### src/rtl/pc_sequencer_if.sv
// rtl/pc_sequencer_if.sv - control/table/status bundle between decoder and pc_sequencer
interface pc_sequencer_if #(
    parameter int PC_W   = 12,
    parameter int JPTR_W = 5
);
    logic              start;
    logic              stall;
    logic              jen;
    logic              cond;
    logic              call;
    logic              ret;
    logic              halt;
    logic [JPTR_W-1:0] jptr;
    logic              lut_we;
    logic [JPTR_W-1:0] lut_waddr;
    logic [PC_W-1:0]   lut_wdata;
    logic [PC_W-1:0]   pc;
    logic              busy;
    logic              done;
    logic              err;

    modport master (
        output start, stall, jen, cond, call, ret, halt, jptr,
        output lut_we, lut_waddr, lut_wdata,
        input  pc, busy, done, err
    );

    modport slave (
        input  start, stall, jen, cond, call, ret, halt, jptr,
        input  lut_we, lut_waddr, lut_wdata,
        output pc, busy, done, err
    );
endinterface

### src/rtl/pc_sequencer.sv
// rtl/pc_sequencer.sv - program-counter sequencer with jump table and call/return stack
module pc_sequencer #(
    parameter int PC_W        = 12,
    parameter int JPTR_W      = 5,
    parameter int PROG_LEN    = 200,
    parameter int STACK_DEPTH = 4
) (
    input  logic          clk,
    input  logic          reset,
    pc_sequencer_if.slave bus
);
    localparam int              SP_W    = $clog2(STACK_DEPTH + 1);
    localparam int              N_TBL   = 1 << JPTR_W;
    localparam int              N_STK   = 1 << SP_W;
    localparam logic [PC_W:0]   LEN     = (PC_W + 1)'(PROG_LEN);
    localparam logic [SP_W-1:0] SP_FULL = SP_W'(STACK_DEPTH);

    typedef enum logic [1:0] {IDLE, RUN, DONE, ERR} state_t;

    state_t          state, nxt_state;
    logic [PC_W-1:0] pc_r, nxt_pc;
    logic [SP_W-1:0] sp, nxt_sp, sp_dec;
    logic            push;
    logic            adv;
    logic            busy_r, done_r, err_r;
    logic [PC_W:0]   pc_inc, cand;
    logic [PC_W-1:0] tgt;
    logic [PC_W-1:0] tbl [N_TBL];
    logic [PC_W-1:0] stk [N_STK];

    // One extra bit so the end-of-program compare never sees a wrapped PC.
    assign pc_inc = {1'b0, pc_r} + (PC_W + 1)'(1);
    assign tgt    = tbl[bus.jptr];
    assign sp_dec = sp - SP_W'(1);

    always_comb begin
        nxt_state = state;
        nxt_pc    = pc_r;
        nxt_sp    = sp;
        push      = 1'b0;
        adv       = 1'b0;
        cand      = '0;
        case (state)
            RUN: begin
                if (!bus.stall) begin
                    if (bus.halt) begin
                        nxt_state = DONE;
                    end else if (bus.ret) begin
                        if (sp == '0) begin
                            nxt_state = ERR;
                        end else begin
                            adv    = 1'b1;
                            cand   = {1'b0, stk[sp_dec]};
                            nxt_sp = sp_dec;
                        end
                    end else if (bus.call) begin
                        if (sp == SP_FULL) begin
                            nxt_state = ERR;
                        end else begin
                            adv    = 1'b1;
                            cand   = {1'b0, tgt};
                            nxt_sp = sp + SP_W'(1);
                            push   = 1'b1;
                        end
                    end else if (bus.jen && bus.cond) begin
                        adv  = 1'b1;
                        cand = {1'b0, tgt};
                    end else begin
                        adv  = 1'b1;
                        cand = pc_inc;
                    end
                    // An out-of-range target ends the program without touching pc or stack.
                    if (adv) begin
                        if (cand >= LEN) begin
                            nxt_state = DONE;
                            nxt_sp    = sp;
                            push      = 1'b0;
                        end else begin
                            nxt_pc = cand[PC_W-1:0];
                        end
                    end
                end
            end
            default: begin
                if (bus.start) begin
                    nxt_state = RUN;
                    nxt_pc    = '0;
                    nxt_sp    = '0;
                end
            end
        endcase
    end

    always_ff @(posedge clk or negedge reset) begin
        if (!reset) begin
            state  <= IDLE;
            pc_r   <= '0;
            sp     <= '0;
            busy_r <= 1'b0;
            done_r <= 1'b0;
            err_r  <= 1'b0;
        end else begin
            state  <= nxt_state;
            pc_r   <= nxt_pc;
            sp     <= nxt_sp;
            busy_r <= (nxt_state == RUN);
            done_r <= (nxt_state == DONE) || (nxt_state == ERR);
            err_r  <= (nxt_state == ERR);
        end
    end

    // Stack contents survive restarts; only sp is reset.
    always_ff @(posedge clk) begin
        if (push) begin
            stk[sp] <= pc_inc[PC_W-1:0];
        end
    end

    always_ff @(posedge clk or negedge reset) begin
        if (!reset) begin
            for (int i = 0; i < N_TBL; i++) begin
                tbl[i] <= '0;
            end
        end else if (bus.lut_we) begin
            tbl[bus.lut_waddr] <= bus.lut_wdata;
        end
    end

    assign bus.pc   = pc_r;
    assign bus.busy = busy_r;
    assign bus.done = done_r;
    assign bus.err  = err_r;
endmodule

### src/flat_wrapper.sv
// flat-port wrapper written by rule: the top's interface ports become plain ports
module pc_sequencer_flat 
#(
    parameter int PC_W        = 12,
    parameter int JPTR_W      = 5,
    parameter int PROG_LEN    = 200,
    parameter int STACK_DEPTH = 4
)
  (clk, reset, bus_start, bus_stall, bus_jen, bus_cond, bus_call, bus_ret, bus_halt, bus_jptr, bus_lut_we, bus_lut_waddr, bus_lut_wdata, bus_pc, bus_busy, bus_done, bus_err);
  pc_sequencer_if #(.PC_W(PC_W), .JPTR_W(JPTR_W)) bus_i ();
  input  logic clk;
  input  logic reset;
  input wire logic [$bits(bus_i.start)-1:0] bus_start;
  input wire logic [$bits(bus_i.stall)-1:0] bus_stall;
  input wire logic [$bits(bus_i.jen)-1:0] bus_jen;
  input wire logic [$bits(bus_i.cond)-1:0] bus_cond;
  input wire logic [$bits(bus_i.call)-1:0] bus_call;
  input wire logic [$bits(bus_i.ret)-1:0] bus_ret;
  input wire logic [$bits(bus_i.halt)-1:0] bus_halt;
  input wire logic [$bits(bus_i.jptr)-1:0] bus_jptr;
  input wire logic [$bits(bus_i.lut_we)-1:0] bus_lut_we;
  input wire logic [$bits(bus_i.lut_waddr)-1:0] bus_lut_waddr;
  input wire logic [$bits(bus_i.lut_wdata)-1:0] bus_lut_wdata;
  output wire logic [$bits(bus_i.pc)-1:0] bus_pc;
  output wire logic [$bits(bus_i.busy)-1:0] bus_busy;
  output wire logic [$bits(bus_i.done)-1:0] bus_done;
  output wire logic [$bits(bus_i.err)-1:0] bus_err;
  assign bus_i.start = bus_start;
  assign bus_i.stall = bus_stall;
  assign bus_i.jen = bus_jen;
  assign bus_i.cond = bus_cond;
  assign bus_i.call = bus_call;
  assign bus_i.ret = bus_ret;
  assign bus_i.halt = bus_halt;
  assign bus_i.jptr = bus_jptr;
  assign bus_i.lut_we = bus_lut_we;
  assign bus_i.lut_waddr = bus_lut_waddr;
  assign bus_i.lut_wdata = bus_lut_wdata;
  assign bus_pc = bus_i.pc;
  assign bus_busy = bus_i.busy;
  assign bus_done = bus_i.done;
  assign bus_err = bus_i.err;
  pc_sequencer #(.PC_W(PC_W), .JPTR_W(JPTR_W), .PROG_LEN(PROG_LEN), .STACK_DEPTH(STACK_DEPTH)) u_core (.clk(clk), .reset(reset), .bus(bus_i));
endmodule
### config.mk
export PLATFORM = sky130hd
export DESIGN_NAME = pc_sequencer_flat
export DESIGN_NICKNAME = d
export VERILOG_FILES = /design/src/rtl/pc_sequencer_if.sv /design/src/rtl/pc_sequencer.sv /design/src/flat_wrapper.sv
export SDC_FILE = /design/constraint.sdc
export NUM_CORES = 1
export LEC_CHECK = 0
export CORE_MARGIN = 2
export CORE_UTILIZATION = 27
export DETAILED_ROUTE_END_ITERATION = 8
export PLACE_DENSITY = 0.45
export SYNTH_ARGS = -nofsm -noshare
export SYNTH_HDL_FRONTEND = slang
export SYNTH_SLANG_ARGS = --single-unit
### constraint.sdc
create_clock -name clk -period 6.8 [get_ports clk]
set_input_delay 1.36 -clock clk [delete_from_list [all_inputs] [get_ports clk]]
set_output_delay 1.36 -clock clk [all_outputs]
set_load 0.1 [all_outputs]
==> key figures, run 1 <==
Run status
  • Status: finished, final reports clean

Synth
  • Ys flop type: dfrtp_1
  • FFs w/ async S/R, synth: 0.808
  • Post-synth EDFFs: 96
  • Synth unique cells: between 60 and 70
  • Synth Register Bits: 500
  • Yosys warns: 0
  • Avg Inst Size Synth: around 16 um^2
  • Mapped Area: approximately 23,000 um^2
  • Synth top area share: 0.447
  • Syn Nets: between 1,000 and 1,500
  • Top cells by count, synth: 404 x dfrtp_1, 395 x mux2_2, 101 x mux4_2
  • Post-synthesis cell count: 1,445
  • Sequential area share after synthesis: 0.575
  • Top cells by area, synth: dfrtp_1 45%, mux2_2 20%, edfxtp_1 13%
  • Yosys top cell by area: dfrtp_1
  • Most frequent cell after synthesis: dfrtp_1

Timing
  • Setup TNS: 0 ps
  • Max Freq: 178 MHz
  • Tcrit/Tclk final: 0.828
  • Final Setup Violations: 0
  • Worst hold margin: 500 ps
  • Actual slew at the worst max-slew pin: 1390 ps
  • Final Slew Violations: 0
  • Slew HR: 0.0483
  • Fin Clk Skew: 61.9 ps
  • Final min period: roughly 5600 ps
  • Final Hold Vio Count: 0
  • RSZ-0062 raised after global routing: false

Floorplanning
  • Die width: 293 um
  • Num ports: 47
  • Chip height: approximately 290 um
  • Die area: 86,100 um^2
  • Core Area: roughly 83,000 um^2
  • Starting Density: 0.271
  • Cell row count: 106

Critical path
  • Critical path, cell by cell: clkdlybuf4s50_1 > a311oi_1 > nand2_1 > a2111oi_0 > a222oi_1 > a311oi_2 > nor4_1 > buf_4 > and4_1
  • Worst reg2reg path startpoint: u_core.sp[0]$_DFFE_PN0P_
  • Reg2Reg Setup Slack: 1370 ps
  • WP data required: 7130 ps
  • WP buf/inv: 2
  • Worst R2R End: u_core.stk[7][2]$_DFFE_PP_
  • Crit-path max FO: 12
  • Element type at the critical path end: flip-flop
  • Startpoint Class: input port
  • Worst setup path class: in -> reg
  • CP delay by family, top: compound AO/OA/AOI/OAI gates
  • Crit. Startpoint: bus_ret
  • Crit path capture: u_core.stk[7][2]$_DFFE_PP_
  • CP peak stage delay: 1230 ps
  • R2R cell count: 11
  • Crit. path cell count: 9
  • Slowest cell on the critical path: a2111oi_0
  • Worst Path Arrival: just under 6000 ps

Clock network
  • Cts bufs inserted: 57
  • CTS tree: built
  • Cts hold-fix bufs: 0
  • Htree depth: 2
  • CTS Sinks: 500
  • Gates resized, CTS repair: 0
  • Worst-path clk slew: 60 ps
  • Root Buffer: clkbuf_16
  • Clk_lat worst skew: 660 ps
  • Clock buffer depth: 3
  • Postcts setup bufs: 0

Global routing
  • Total GRT Usage: 0.153
  • First-pass GRT wire length: 96,600 um
  • Grt ovf: 0
  • Largest net degree at the start of global routing: about 120
  • Initial antenna violation count: 1
  • Vias in the first global route: 13,600

Finish
  • Register area: around 13,000 um^2
  • Final nets: 1,525
  • P&R area growth vs syn: 16.3%
  • Fill cell count: 8,148
  • Non-Filler Instances: 2,620
  • Share of cells above drive strength 1: 0.436
  • Area of the multi-input gates: 9110 um^2

Route
  • DRC violations left: 0
  • DRT Pass-1 Iters: 5
  • Wirelength per Cell: ~25 um
  • Drt total wl: roughly 65,000 um
  • Vias: approximately 13,000
  • Vias per std cell: 4.85
  • Final ANT Viol Nets: 0
  • DR iter-0 viols: slightly above 800

Min path
  • Hold Path Class: reg -> reg

Placement
  • IO buf count: 46
  • Detailed Place HPWL: 42,200 um
  • Placed Cells incl. Taps: 2,510
  • Routability cong.: just over 0.8

Pwr
  • Pwr dens: 320 nW/um^2
  • Peak supply drop: 205 uV
  • Leakage power: 0.0110 uW

Run
  • Maxcap violations: 0
==> worst min path at each step <==
| stage | start | end | slack, ps | depth (start not counted) |
|---|---|---|---|---|
| floorplan | u_core.tbl[148]$_DFFE_PN0P_ | u_core.tbl[148]$_DFFE_PN0P_ | 470 | 1 |
| global placement | u_core.tbl[328]$_DFFE_PN0P_ | u_core.tbl[328]$_DFFE_PN0P_ | 480 | 1 |
| detailed placement | u_core.tbl[151]$_DFFE_PN0P_ | u_core.tbl[151]$_DFFE_PN0P_ | 490 | 1 |
| CTS | u_core.tbl[151]$_DFFE_PN0P_ | u_core.tbl[151]$_DFFE_PN0P_ | 500 | 1 |
| global route | u_core.tbl[282]$_DFFE_PN0P_ | u_core.tbl[282]$_DFFE_PN0P_ | 510 | 1 |
| finish | u_core.tbl[108]$_DFFE_PN0P_ | u_core.tbl[108]$_DFFE_PN0P_ | 500 | 1 |
==> stage by stage <==
stage,utilization,total power [uW],area (um^2),worst slack [ps]
floorplan,-,4830,22600,1460
global placement,0.293,5360,24400,726
detailed placement,0.293,5400,24400,788
CTS,0.316,8540,26300,1480
global route,0.316,8800,26300,1100
finish,0.316,8420,26300,1170
==> routing by layer <==
layer | up-vias | track usage | wire, um
met2 | 221 | 0.266 | 32800
met3 | 86 | 0.0228 | 2220
li1 | 5550 | - | -
met1 | 6859 | 0.197 | 28400
met5 | - | 0.00794 | 92
met4 | 2 | 0.0432 | 1520
==> report_power, final <==
group | switching (uW) | total (uW) | internal [uW]
sequential | 240 | 3760 | 3520
clock | 1300 | 3100 | 1790
combinational | 773 | 1560 | 783
total | 2320 | 8420 | 6100
==> cell families after synthesis <==
logic type | synth area share
flops | 0.575
xor+xnor | 0.00465
fa+ha+maj | 0.00221
simple gates | 0.0395
buf+inv | 0.0248
compound gates | 0.0243
mux | 0.330
==> worst reg2reg max path, cell delays in order, from the launching register on <==
cell and delay [ps]:
dfrtp_1 320, buf_4 300, inv_2 210, ha_1 330, a311oi_1 640, nand2_1 390
a2111oi_0 1230, a222oi_1 310, a311oi_2 620, nor4_1 190, buf_4 190, and4_1 390
==> state kept, by name (all words and copies together) (netlist names) <==
signal and flops:
u_core.bus.busy 1, u_core.bus.done 1, u_core.bus.err 1, u_core.bus.pc 12
u_core.sp 3, u_core.state 2, u_core.stk 96, u_core.tbl 384
==> area by class of cell <==
class / count / area share
Sequential cell: 500 / 0.494
Multi-Input combinational cell: 824 / 0.347
Clock buffer: 78 / 0.0618
Tap cell: 1080 / 0.0514
Timing Repair Buffer: 98 / 0.0337
Clock inverter: 30 / 0.0110
Inverter: 8 / 0.00114
Antenna cell: 2 / 0.000190
==> cell usage in the layout, fill, tap and decap left out, drive strengths merged, types with 4 or more instances in the layout <==
cell type	count
or2	4
nor4	12
a2111oi	4
clkbuf	78
xor2	5
nor2	39
mux2i	58
nor2b	9
and3b	4
nand3	4
nor3b	7
mux4	107
clkdlybuf4s50	42
nor3	12
a22oi	16
mux2	395
clkinv	25
and4	4
and3	6
buf	56
nand2	50
o21ai	10
inv	8
nand2b	5
nand3b	4
a211oi	5
edfxtp	96
dfrtp	404
ha	4
nand4	5
a21oi	12
a31oi	4
xnor2	7
No activity file was read; power rests on OpenSTA's default activity.
==> run 2, diff against run 1 <==
==> constraint.sdc (replaced) <==
create_clock -name clk -period 5.87 [get_ports clk]
set_input_delay 1.174 -clock clk [delete_from_list [all_inputs] [get_ports clk]]
set_output_delay 1.174 -clock clk [all_outputs]
set_load 0.1 [all_outputs]
==> run 2 against run 1 <==
Compared with the run above: combinational power rose by 14%; worst hold slack got worse by 3.6 ps; sequential cell count unchanged; non-clock buffer count increased by 11; total power grew 16%; global-route usage down 0.15 points; die area unchanged; sequential share of layout area fell by 0.25 points; routed wire length is 0.90% lower.
==> key figures, run 2 (synthesis results as in run 1) <==
Min path
  • Hold Path Class: reg -> reg

Clock network
  • Clk_lat worst skew: 630 ps (-30 ps)
  • Htree depth: 2 (unchanged)
  • Clock buffer depth: 3 (unchanged)
  • Postcts setup bufs: 0 (unchanged)
  • CTS Sinks: 500 (unchanged)
  • Cts bufs inserted: 56 (-1.8%)
  • CTS tree: built
  • Gates resized, CTS repair: 0 (unchanged)
  • Root Buffer: clkbuf_16
  • Cts hold-fix bufs: 0 (unchanged)
  • Worst-path clk slew: 60 ps (about the same)

Route
  • DRC violations left: 0 (unchanged)
  • Wirelength per Cell: 24.5 um (-1.2%)
  • Final ANT Viol Nets: 0 (unchanged)
  • DRT Pass-1 Iters: 5 (unchanged)
  • Vias per std cell: 4.88 (+0.57%)
  • Vias: 12,800 (+0.92%)
  • Drt total wl: 64,500 um (-0.90%)
  • DR iter-0 viols: 674 (-18%)

Timing
  • Fin Clk Skew: 28.2 ps (-33.7 ps)
  • Final Slew Violations: 0 (unchanged)
  • Slew HR: 0.111 (+0.0625)
  • Tcrit/Tclk final: 0.806
  • Setup TNS: 0 ps (unchanged)
  • Final min period: 4730 ps
  • Max Freq: 211 MHz
  • Final Hold Vio Count: 0 (unchanged)
  • Setup WS post-layout: 1140 ps (-32.2 ps)
  • Actual slew at the worst max-slew pin: 1320 ps (-68.0 ps)
  • RSZ-0062 raised after global routing: false
  • Final Setup Violations: 0 (unchanged)

Floorplanning
  • Chip height: 293 um (unchanged)
  • Cell row count: 106 (unchanged)
  • Die width: 293 um (unchanged)
  • Die area: 86,100 um^2 (unchanged)
  • Num ports: 47 (unchanged)
  • Core Area: 83,300 um^2 (unchanged)
  • Starting Density: 0.271 (unchanged)

Global routing
  • First-pass GRT wire length: 95,900 um (-0.72%)
  • Total GRT Usage: 0.151 (-0.00152)
  • Grt ovf: 0 (unchanged)
  • Vias in the first global route: 13,800 (+1.1%)
  • Largest net degree at the start of global routing: 111 (-9.0%)
  • Initial antenna violation count: 3 (+2)

Critical path
  • Slowest cell on the critical path: clkdlybuf4s50_1
  • CP delay by family, top: simple AND/OR/NAND/NOR gates
  • Worst setup path class: in -> reg
  • Most used cell, CP: buf_4
  • WP buf/inv: 3 (+1)
  • Critical path, cell by cell: clkdlybuf4s50_1 > nand2_1 > nor3b_1 > a2111oi_0 > buf_4 > a222oi_1 > a311oi_2 > or4_4 > nor4_2 > buf_4
  • Crit-path max FO: 10 (-2)
  • Startpoint Class: input port
  • CP peak stage delay: 940 ps (-290 ps)
  • WP data required: 6190 ps (-940 ps)
  • Worst Path Arrival: 5050 ps (-910 ps)
  • Element type at the critical path end: flip-flop

Finish
  • Fill cell count: 8,166 (+0.22%)
  • Share of cells above drive strength 1: 0.441 (+0.00522)
  • Most frequent cells in the layout: 404 x dfrtp_1, 395 x mux2_2, 101 x mux4_2, 96 x edfxtp_1
  • Register area: 13,000 um^2 (unchanged)
  • Largest register FFs: 384 (unchanged)
  • Largest Register: u_core.tbl
  • Area of the multi-input gates: 9100 um^2 (-0.12%)
  • Final nets: 1,535 (+0.66%)
  • Most common cell after layout, fill and taps aside: dfrtp_1
  • P&R area growth vs syn: 16.9%

Pwr
  • Leakage power: 0.0111 uW (+0.75%)
  • Power, Total: 9730 uW (+16%)
  • Peak supply drop: 236 uV (+15%)
  • Pwr dens: 368 nW/um^2 (+15%)

Placement
  • Dpl ws: 405 ps (-382 ps)
  • Detailed Place HPWL: 41,800 um (-1.1%)
  • IO buf count: 46 (unchanged)
  • Routability cong.: 0.813 (+0.47%)

Run
  • Maxcap violations: 0 (unchanged)

Run status
  • Status: finished, final reports clean
## run 2: area by class of cell
cell class / instances / share of cell area
clock buffer: 83 / 0.0634
clock inverter: 23 / 0.00881
sequential: 500 / 0.492
tap: 1080 / 0.0511
multi-input combinational: 824 / 0.344
inverter: 8 / 0.00114
timing repair buffer: 109 / 0.0393
antenna: 2 / 0.000189
## run 2: routing by layer
| layer | vias up | global-route usage | wire, um |
|---|---|---|---|
| met4 | 4 | 0.0487 | 1770 |
| met3 | 108 | 0.0235 | 2110 |
| met5 | - | 0 | 20 |
| li1 | 5570 | - | - |
| met2 | 213 | 0.251 | 31400 |
| met1 | 6940 | 0.203 | 29200 |
## run 2: power breakdown
group          total, uW  switching [uW]  internal, uW
Clock               3600            1480          2110
Combinational       1780             867           918
Sequential          4350             271          4080
## run 2: path summary, 6_finish.rpt
check	from	cells after the start	end	slack (ps)
min in group asynchronous	reset	1	u_core.tbl[219]$_DFFE_PN0P_	600
max in group asynchronous	reset	2	u_core.tbl[145]$_DFFE_PN0P_	4110
hold / removal	u_core.tbl[376]$_DFFE_PN0P_	1	u_core.tbl[376]$_DFFE_PN0P_	500
setup reg to reg	u_core.sp[0]$_DFFE_PN0P_	11	u_core.stk[4][8]$_DFFE_PP_	1220
hold reg to reg	u_core.tbl[376]$_DFFE_PN0P_	1	u_core.tbl[376]$_DFFE_PN0P_	500
setup / recovery	bus_jptr[4]	10	u_core.stk[4][8]$_DFFE_PP_	1140
## run 2: through the flow
step                      utilization  hold slack (ps)  instance area, um^2  cells
after floorplan                     -              470                22600   1445
after global placement          0.294              481                24500   2521
after detailed placement        0.294              485                24500   2521
after CTS                       0.317              499                26400   2627
after global routing            0.317              508                26400   2627
final                           0.317              497                26400   2629
